**config.mk**
```make
export PLATFORM = sky130hd
export DESIGN_NAME = cic_decimator_param_flat
export DESIGN_NICKNAME = d
export VERILOG_FILES = /design/src/rtl/cic_decimator_param_if.sv /design/src/rtl/cic_decimator_param.sv /design/src/flat_wrapper.sv
export SDC_FILE = /design/constraint.sdc
export NUM_CORES = 1
export LEC_CHECK = 0
export ABC_AREA = 1
export CORE_UTILIZATION = 61
export CTS_CLUSTER_SIZE = 8
export DETAILED_ROUTE_END_ITERATION = 10
export MAX_ROUTING_LAYER = met4
export PLACE_DENSITY = 0.82
export SLEW_MARGIN = 0
export SYNTH_ARGS = -nofsm -noshare
export SYNTH_HDL_FRONTEND = slang
export SYNTH_SLANG_ARGS = --single-unit
```
**constraint.sdc**
```tcl
create_clock -name clk -period 16.7 [get_ports clk]
set_clock_uncertainty 0.05 [all_clocks]
set_input_delay 1.67 -clock clk [delete_from_list [all_inputs] [get_ports clk]]
set_output_delay 1.67 -clock clk [all_outputs]
set_load 0.005 [all_outputs]
```
**src/rtl/cic_decimator_param_if.sv**
```systemverilog
// Bus between the bitstream source and the CIC decimator.
// The master drives the modulator bit, its qualifier and the ratio select.
// The slave returns the decimated word, its strobe and the settled flag.
interface cic_decimator_param_if #(
  parameter int OUT_W = 16
);
  logic                    in_valid;
  logic                    bit_in;
  logic [2:0]              ratio_sel;
  logic signed [OUT_W-1:0] out_data;
  logic                    out_valid;
  logic                    settled;

  modport master (
    output in_valid,
    output bit_in,
    output ratio_sel,
    input  out_data,
    input  out_valid,
    input  settled
  );

  modport slave (
    input  in_valid,
    input  bit_in,
    input  ratio_sel,
    output out_data,
    output out_valid,
    output settled
  );
endinterface

```
**src/rtl/cic_decimator_param.sv**
```systemverilog
// N-stage CIC decimator for a 1-bit delta-sigma bitstream with a runtime ratio.
//
// Everything runs on the single system clock. in_valid marks the cycles that carry
// a modulator sample. Decimation is done by an internal sample counter.
//
// The integrators run on every qualified sample. The combs run only on decimation
// events. The comb output is scaled to the same full scale at every ratio, then
// truncated (floor) and saturated into the OUT_W output word.
//
// A change of the clamped ratio select clears the filter state synchronously and
// restarts the warm-up. The first ORDER decimation events after a clear only prime
// the combs.
module cic_decimator_param #(
  parameter int ORDER     = 3,
  parameter int LOG2_RMAX = 6,
  parameter int OUT_W     = 16
) (
  input  logic                  clk,
  input  logic                  rst_n,
  cic_decimator_param_if.slave  bus
);

  localparam int ACC_W  = ORDER * LOG2_RMAX + 2;
  // Right shift that maps the normalised full scale 2**(ORDER*LOG2_RMAX) onto 2**(OUT_W-1).
  localparam int SHR    = ACC_W - 1 - OUT_W;
  // Headroom so the normalising left shift can never wrap, even on warm-up garbage.
  localparam int WIDE_W = ACC_W + ORDER * LOG2_RMAX;
  localparam int WARM_W = (ORDER < 2) ? 1 : $clog2(ORDER + 1);

  localparam logic [WARM_W-1:0] WARM_DONE = WARM_W'(ORDER);

  localparam logic signed [WIDE_W-1:0] SAT_MAX =
    signed'({{(WIDE_W-OUT_W+1){1'b0}}, {(OUT_W-1){1'b1}}});
  localparam logic signed [WIDE_W-1:0] SAT_MIN =
    signed'({{(WIDE_W-OUT_W+1){1'b1}}, {(OUT_W-1){1'b0}}});

  typedef logic [ORDER-1:0][ACC_W-1:0] stage_t;

  // ---------------------------------------------------------------------------
  // Helper functions
  // ---------------------------------------------------------------------------

  // Map a raw ratio select onto the legal range 1..LOG2_RMAX.
  function automatic logic [2:0] clamp_ratio_f(input logic [2:0] sel);
    logic [2:0] r;
    if (sel == 3'd0) begin
      r = 3'd1;
    end else if (int'(sel) > LOG2_RMAX) begin
      r = 3'(LOG2_RMAX);
    end else begin
      r = sel;
    end
    return r;
  endfunction

  // Terminal count of the sample counter, R-1 = 2**ratio - 1.
  function automatic logic [LOG2_RMAX-1:0] last_count_f(input logic [2:0] ratio);
    logic [LOG2_RMAX-1:0] m;
    for (int i = 0; i < LOG2_RMAX; i++) begin
      m[i] = (i < int'(ratio));
    end
    return m;
  endfunction

  // One integrator update. Each stage adds the already-updated value of the
  // stage before it, so the whole cascade settles in a single cycle.
  function automatic stage_t integrate_f(input stage_t acc, input logic b);
    stage_t             nxt;
    logic [ACC_W-1:0]   carry;
    carry = b ? {{(ACC_W-1){1'b0}}, 1'b1} : {ACC_W{1'b1}};
    for (int k = 0; k < ORDER; k++) begin
      nxt[k] = acc[k] + carry;
      carry  = nxt[k];
    end
    return nxt;
  endfunction

  // New comb delay contents. Each delay captures the input of its own stage.
  function automatic stage_t comb_delay_f(input logic [ACC_W-1:0] c0, input stage_t dly);
    stage_t           nd;
    logic [ACC_W-1:0] c;
    c = c0;
    for (int k = 0; k < ORDER; k++) begin
      nd[k] = c;
      c     = c - dly[k];
    end
    return nd;
  endfunction

  // Comb cascade output y = C_N for a decimation event.
  function automatic logic [ACC_W-1:0] comb_out_f(input logic [ACC_W-1:0] c0, input stage_t dly);
    logic [ACC_W-1:0] c;
    c = c0;
    for (int k = 0; k < ORDER; k++) begin
      c = c - dly[k];
    end
    return c;
  endfunction

  // Scale y to the fixed full scale, floor-truncate and saturate to OUT_W bits.
  function automatic logic [OUT_W-1:0] normalise_f(input logic [ACC_W-1:0] y,
                                                   input logic [2:0]       ratio);
    logic signed [WIDE_W-1:0] w;
    logic [OUT_W-1:0]         r;
    int                       sh;
    sh = ORDER * (LOG2_RMAX - int'(ratio));
    w  = signed'({{(WIDE_W-ACC_W){y[ACC_W-1]}}, y});
    w  = w <<< sh;
    w  = w >>> SHR;
    if (w > SAT_MAX) begin
      r = {1'b0, {(OUT_W-1){1'b1}}};
    end else if (w < SAT_MIN) begin
      r = {1'b1, {(OUT_W-1){1'b0}}};
    end else begin
      r = w[OUT_W-1:0];
    end
    return r;
  endfunction

  // ---------------------------------------------------------------------------
  // State
  // ---------------------------------------------------------------------------
  stage_t                  integ_r;
  stage_t                  dly_r;
  logic [LOG2_RMAX-1:0]    cnt_r;
  logic [WARM_W-1:0]       warm_r;
  logic [2:0]              ratio_r;
  // Low only between reset release and the first clock. Until then the active
  // ratio simply follows the clamped select, so no clear is triggered.
  logic                    ratio_loaded_r;
  logic signed [OUT_W-1:0] out_data_r;
  logic                    out_valid_r;
  logic                    settled_r;

  // ---------------------------------------------------------------------------
  // Combinational datapath
  // ---------------------------------------------------------------------------
  logic [2:0]       sel_clamped_s;
  logic [2:0]       active_ratio_s;
  logic             ratio_change_s;
  logic             cnt_last_s;
  logic             dec_event_s;
  logic             warm_done_s;
  stage_t           integ_next_s;
  stage_t           comb_dly_next_s;
  logic [ACC_W-1:0] comb_y_s;
  logic [OUT_W-1:0] norm_s;

  // Ratio bookkeeping, event detection and the filter arithmetic for this cycle.
  always_comb begin
    sel_clamped_s = clamp_ratio_f(bus.ratio_sel);

    if (ratio_loaded_r) begin
      active_ratio_s = ratio_r;
      ratio_change_s = (sel_clamped_s != ratio_r);
    end else begin
      active_ratio_s = sel_clamped_s;
      ratio_change_s = 1'b0;
    end

    cnt_last_s  = (cnt_r == last_count_f(active_ratio_s));
    dec_event_s = bus.in_valid & cnt_last_s & ~ratio_change_s;
    warm_done_s = (warm_r == WARM_DONE);

    integ_next_s    = integrate_f(integ_r, bus.bit_in);
    comb_dly_next_s = comb_delay_f(integ_next_s[ORDER-1], dly_r);
    comb_y_s        = comb_out_f(integ_next_s[ORDER-1], dly_r);
    norm_s          = normalise_f(comb_y_s, active_ratio_s);
  end

  // Integrators, comb delays, sample and warm-up counters and the latched ratio.
  always_ff @(posedge clk or negedge rst_n) begin
    if (!rst_n) begin
      integ_r        <= '0;
      dly_r          <= '0;
      cnt_r          <= '0;
      warm_r         <= '0;
      ratio_r        <= 3'd1;
      ratio_loaded_r <= 1'b0;
    end else if (ratio_change_s) begin
      integ_r        <= '0;
      dly_r          <= '0;
      cnt_r          <= '0;
      warm_r         <= '0;
      ratio_r        <= sel_clamped_s;
      ratio_loaded_r <= 1'b1;
    end else begin
      ratio_r        <= active_ratio_s;
      ratio_loaded_r <= 1'b1;
      if (bus.in_valid) begin
        integ_r <= integ_next_s;
        if (dec_event_s) begin
          cnt_r <= '0;
          dly_r <= comb_dly_next_s;
          if (!warm_done_s) begin
            warm_r <= warm_r + WARM_W'(1);
          end else begin
            warm_r <= warm_r;
          end
        end else begin
          cnt_r  <= cnt_r + LOG2_RMAX'(1);
          dly_r  <= dly_r;
          warm_r <= warm_r;
        end
      end else begin
        integ_r <= integ_r;
        dly_r   <= dly_r;
        cnt_r   <= cnt_r;
        warm_r  <= warm_r;
      end
    end
  end

  // Output word, strobe and settled flag. A post-warm-up event publishes a sample.
  always_ff @(posedge clk or negedge rst_n) begin
    if (!rst_n) begin
      out_data_r  <= '0;
      out_valid_r <= 1'b0;
      settled_r   <= 1'b0;
    end else if (ratio_change_s) begin
      out_data_r  <= out_data_r;
      out_valid_r <= 1'b0;
      settled_r   <= 1'b0;
    end else if (dec_event_s && warm_done_s) begin
      out_data_r  <= signed'(norm_s);
      out_valid_r <= 1'b1;
      settled_r   <= 1'b1;
    end else begin
      out_data_r  <= out_data_r;
      out_valid_r <= 1'b0;
      settled_r   <= settled_r;
    end
  end

  assign bus.out_data  = out_data_r;
  assign bus.out_valid = out_valid_r;
  assign bus.settled   = settled_r;

endmodule

```
**src/flat_wrapper.sv**
```systemverilog
// flat-port wrapper written by rule: the top's interface ports become plain ports
module cic_decimator_param_flat 
#(
  parameter int ORDER     = 3,
  parameter int LOG2_RMAX = 6,
  parameter int OUT_W     = 16
)
  (clk, rst_n, bus_in_valid, bus_bit_in, bus_ratio_sel, bus_out_data, bus_out_valid, bus_settled);
  cic_decimator_param_if #(.OUT_W(OUT_W)) bus_i ();
  input  logic clk;
  input  logic rst_n;
  input wire logic [$bits(bus_i.in_valid)-1:0] bus_in_valid;
  input wire logic [$bits(bus_i.bit_in)-1:0] bus_bit_in;
  input wire logic [$bits(bus_i.ratio_sel)-1:0] bus_ratio_sel;
  output wire logic [$bits(bus_i.out_data)-1:0] bus_out_data;
  output wire logic [$bits(bus_i.out_valid)-1:0] bus_out_valid;
  output wire logic [$bits(bus_i.settled)-1:0] bus_settled;
  assign bus_i.in_valid = bus_in_valid;
  assign bus_i.bit_in = bus_bit_in;
  assign bus_i.ratio_sel = bus_ratio_sel;
  assign bus_out_data = bus_i.out_data;
  assign bus_out_valid = bus_i.out_valid;
  assign bus_settled = bus_i.settled;
  cic_decimator_param #(.ORDER(ORDER), .LOG2_RMAX(LOG2_RMAX), .OUT_W(OUT_W)) u_core (.clk(clk), .rst_n(rst_n), .bus(bus_i));
endmodule
```
==> results.ini <==
[job]
cap_violations = 0

[floorplanning]
start_util = 0.6258
core_um2 = 20360
fp.dieArea_um2 = 21470
pin_count = 25
row_count = 52
chipHeight_um = 146.5
die_x_um = 146.5

[worst_setup_path]
end_kind = flop
crit_path_frequent_cell = nand2_1
required_ps = 16940
worstSetupPathType = in2reg
critical_path.slowest_cell = nor4_1
arrival_ps = 12230
critPathLaunchType = input pin
max_stage_delay_ps = 650
reg2reg_depth = 54
crit_fanout = 19
rrSetupSlack_ps = 6630

[sta]
relSlewSlack = 0.2273
whs_ps = 435.1
period_needed_ps = 11990
min_period_over_period = 0.7177
rsz0062_at_grt = false
final-setup-viol-count = 0
hold_viol_final = 0
fin_setup_tns_ps = 0
tightest_slew_ps = 1158
max_freq_mhz = 83.43
drv_slew = 0

[cells_and_area]
seqCellArea_um2 = 3755
layout.nets = 1930
post-route-util = 0.6763
final_cells = 2078
num-fill-cells = 1705
multiInputGateArea_um2 = 7828
drive_above_1_share = 0.06361
n_antenna_cell = 0
synthToLayoutAreaGrowth_pct = 8.071

[routing]
top_layer_used = met4
wl_met2_um = 15270
first_pass_iters = 5
vias = 11780
remaining_drc_errors = 0
wl_per_cell_um = 14.56
final_antenna_net_count = 0
routed_wl_um = 30250
first_iter_violations = 652
vias_per_cell = 5.667
m1WireLength_um = 12810
wl_met3_um = 940

[synth]
syn-num-nets = 1926
synth_top_area_frac = 0.2926
netlist-cell-type-count = 51
synth_area_um2 = 12740
yosys_warnings = 0
synth_top_area_cell = dfrtp_1
syn_area_per_cell_um2 = 7.115
syn_inst = 1791
ys_seq_elements = 150
seq_area_frac_synth = 0.2946
synth_area_leaders = dfrtp_1, nand2_1, ha_1

[cts]
numCtsBuffers = 17
postCtsHoldBufs = 0
h-tree-depth = 4
clock_sinks = 150
clkSlewWorstSetupHoldPaths_ps = 60
tritoncts = done
post_cts_buffers = 0
cts_resized = 0
clkLatencyLatePin_ps = 430
cts_root_buffer = clkbuf_16
cts_buffer_depth = 2

[global_routing]
grt_max_degree = 102
antenna_found_initial = 0
grt_pass1_wl_um = 52150
gr-total-overflow = 0
grtUsageTotal = 0.3044
grt_pass1_vias = 11550

[hold_path]
hold_depth = 1
hold_path.class = reg2reg

[place]
hpwl_um = 22440
dp.cells = 2046
numPortBuffers = 24
gp_routability_congestion = 0.9791

[run_status]
status = complete, no violations

flip-flops by register name, indices dropped and copies added, names as in the netlist:
register               count
u_core.bus.out_valid       1
u_core.integ_r            60
u_core.dly_r              60
u_core.ratio_r             3
u_core.bus.out_data       16
u_core.ratio_loaded_r      1
u_core.cnt_r               6
u_core.bus.settled         1
u_core.warm_r              2
Yosys cell counts (all sizes together):
library cell    n
nand4           8
dfstp           1
buf            10
dfrtp         149
or2            25
ha            120
a21oi         132
o22ai          39
a31o            2
conb            1
clkinv          2
fa              8
o21bai         16
nor2           72
nand3         175
o21a            3
xor2           76
nor3b           2
a21o            4
o2111ai         1
inv           255
a21boi          2
a221oi          1
xnor2          23
o31ai           3
o211ai          5
nand2         436
o21ai         158
a211oi          1
nor3            6
a31oi           4
nor4            4
clkbuf         41
mux2i           3
nand3b          3
metal layers:
metal | GRT usage | up-vias
met4 | 0.1359 | 0
met5 | - | -
met2 | 0.5302 | 275
met1 | 0.3505 | 5486
li1 | - | 5925
met3 | 0.03750 | 90
critical path, delay by kind of cell:
family          cells  cell delay (ps)
compound gates     17             3290
simple gates       25             2940
fa+ha+maj           6             2110
xor+xnor            5             1140
buf+inv             3             1060
layout make-up:
| class | count | share of cell area |
|---|---|---|
| clock inverter | 14 | 0.008449 |
| timing repair buffer | 36 | 0.02408 |
| tap | 270 | 0.02453 |
| clock buffer | 18 | 0.03189 |
| multi-input combinational | 1333 | 0.5684 |
| sequential | 150 | 0.2726 |
| inverter | 257 | 0.07005 |
cells in the final DEF (no fill, tap or decap), types with 4 or more instances in the layout:
master           count
nand2_1            422
inv_1              249
nand3_1            168
dfrtp_1            149
o21ai_0            141
a21oi_1            122
ha_1               120
xor2_1              76
nor2_1              64
o22ai_1             39
xnor2_1             23
clkdlybuf4s50_1     23
or2_2               19
clkbuf_16           17
o21bai_1            16
o21ai_1             15
nand2_2             12
buf_4               12
nor2_2               8
a21oi_2              8
nand4_1              8
fa_1                 8
inv_2                6
nor3_1               6
nand3_2              6
o211ai_1             5
or2_1                5
inv_6                5
nor4_1               4
a21o_1               4
a31oi_1              4
worst paths after layout:
kind,from,endpoint
worst max-delay path,bus_bit_in,u_core.bus.out_data[5]
worst min-delay path,u_core.warm_r[0],u_core.warm_r[0]
worst max register to register,u_core.integ_r[2],u_core.bus.out_data[5]
worst min register to register,u_core.warm_r[0],u_core.warm_r[0]
max in group asynchronous,rst_n,u_core.dly_r[12]
min in group asynchronous,rst_n,u_core.integ_r[42]
per-stage QoR:
stage	worst slack [ps]	instance area, µm²
4_1_cts	4894	13770
3_3_place_gp	4871	13220
5_1_grt	3724	13770
3_5_place_dp	4557	13220
6_report	4714	13770
2_1_floorplan	6630	12740
kinds of logic after synthesis:
family / share of synthesized area
other cells: 0.0002943
simple gates: 0.2499
fa+ha+maj: 0.1304
xor+xnor: 0.06804
flops: 0.2946
mux: 0.002357
buf+inv: 0.09190
compound gates: 0.1625
Power is left out: the tool's default activity adds up to more than one toggle a clock period on the data nets, which glitch-free logic cannot reach.
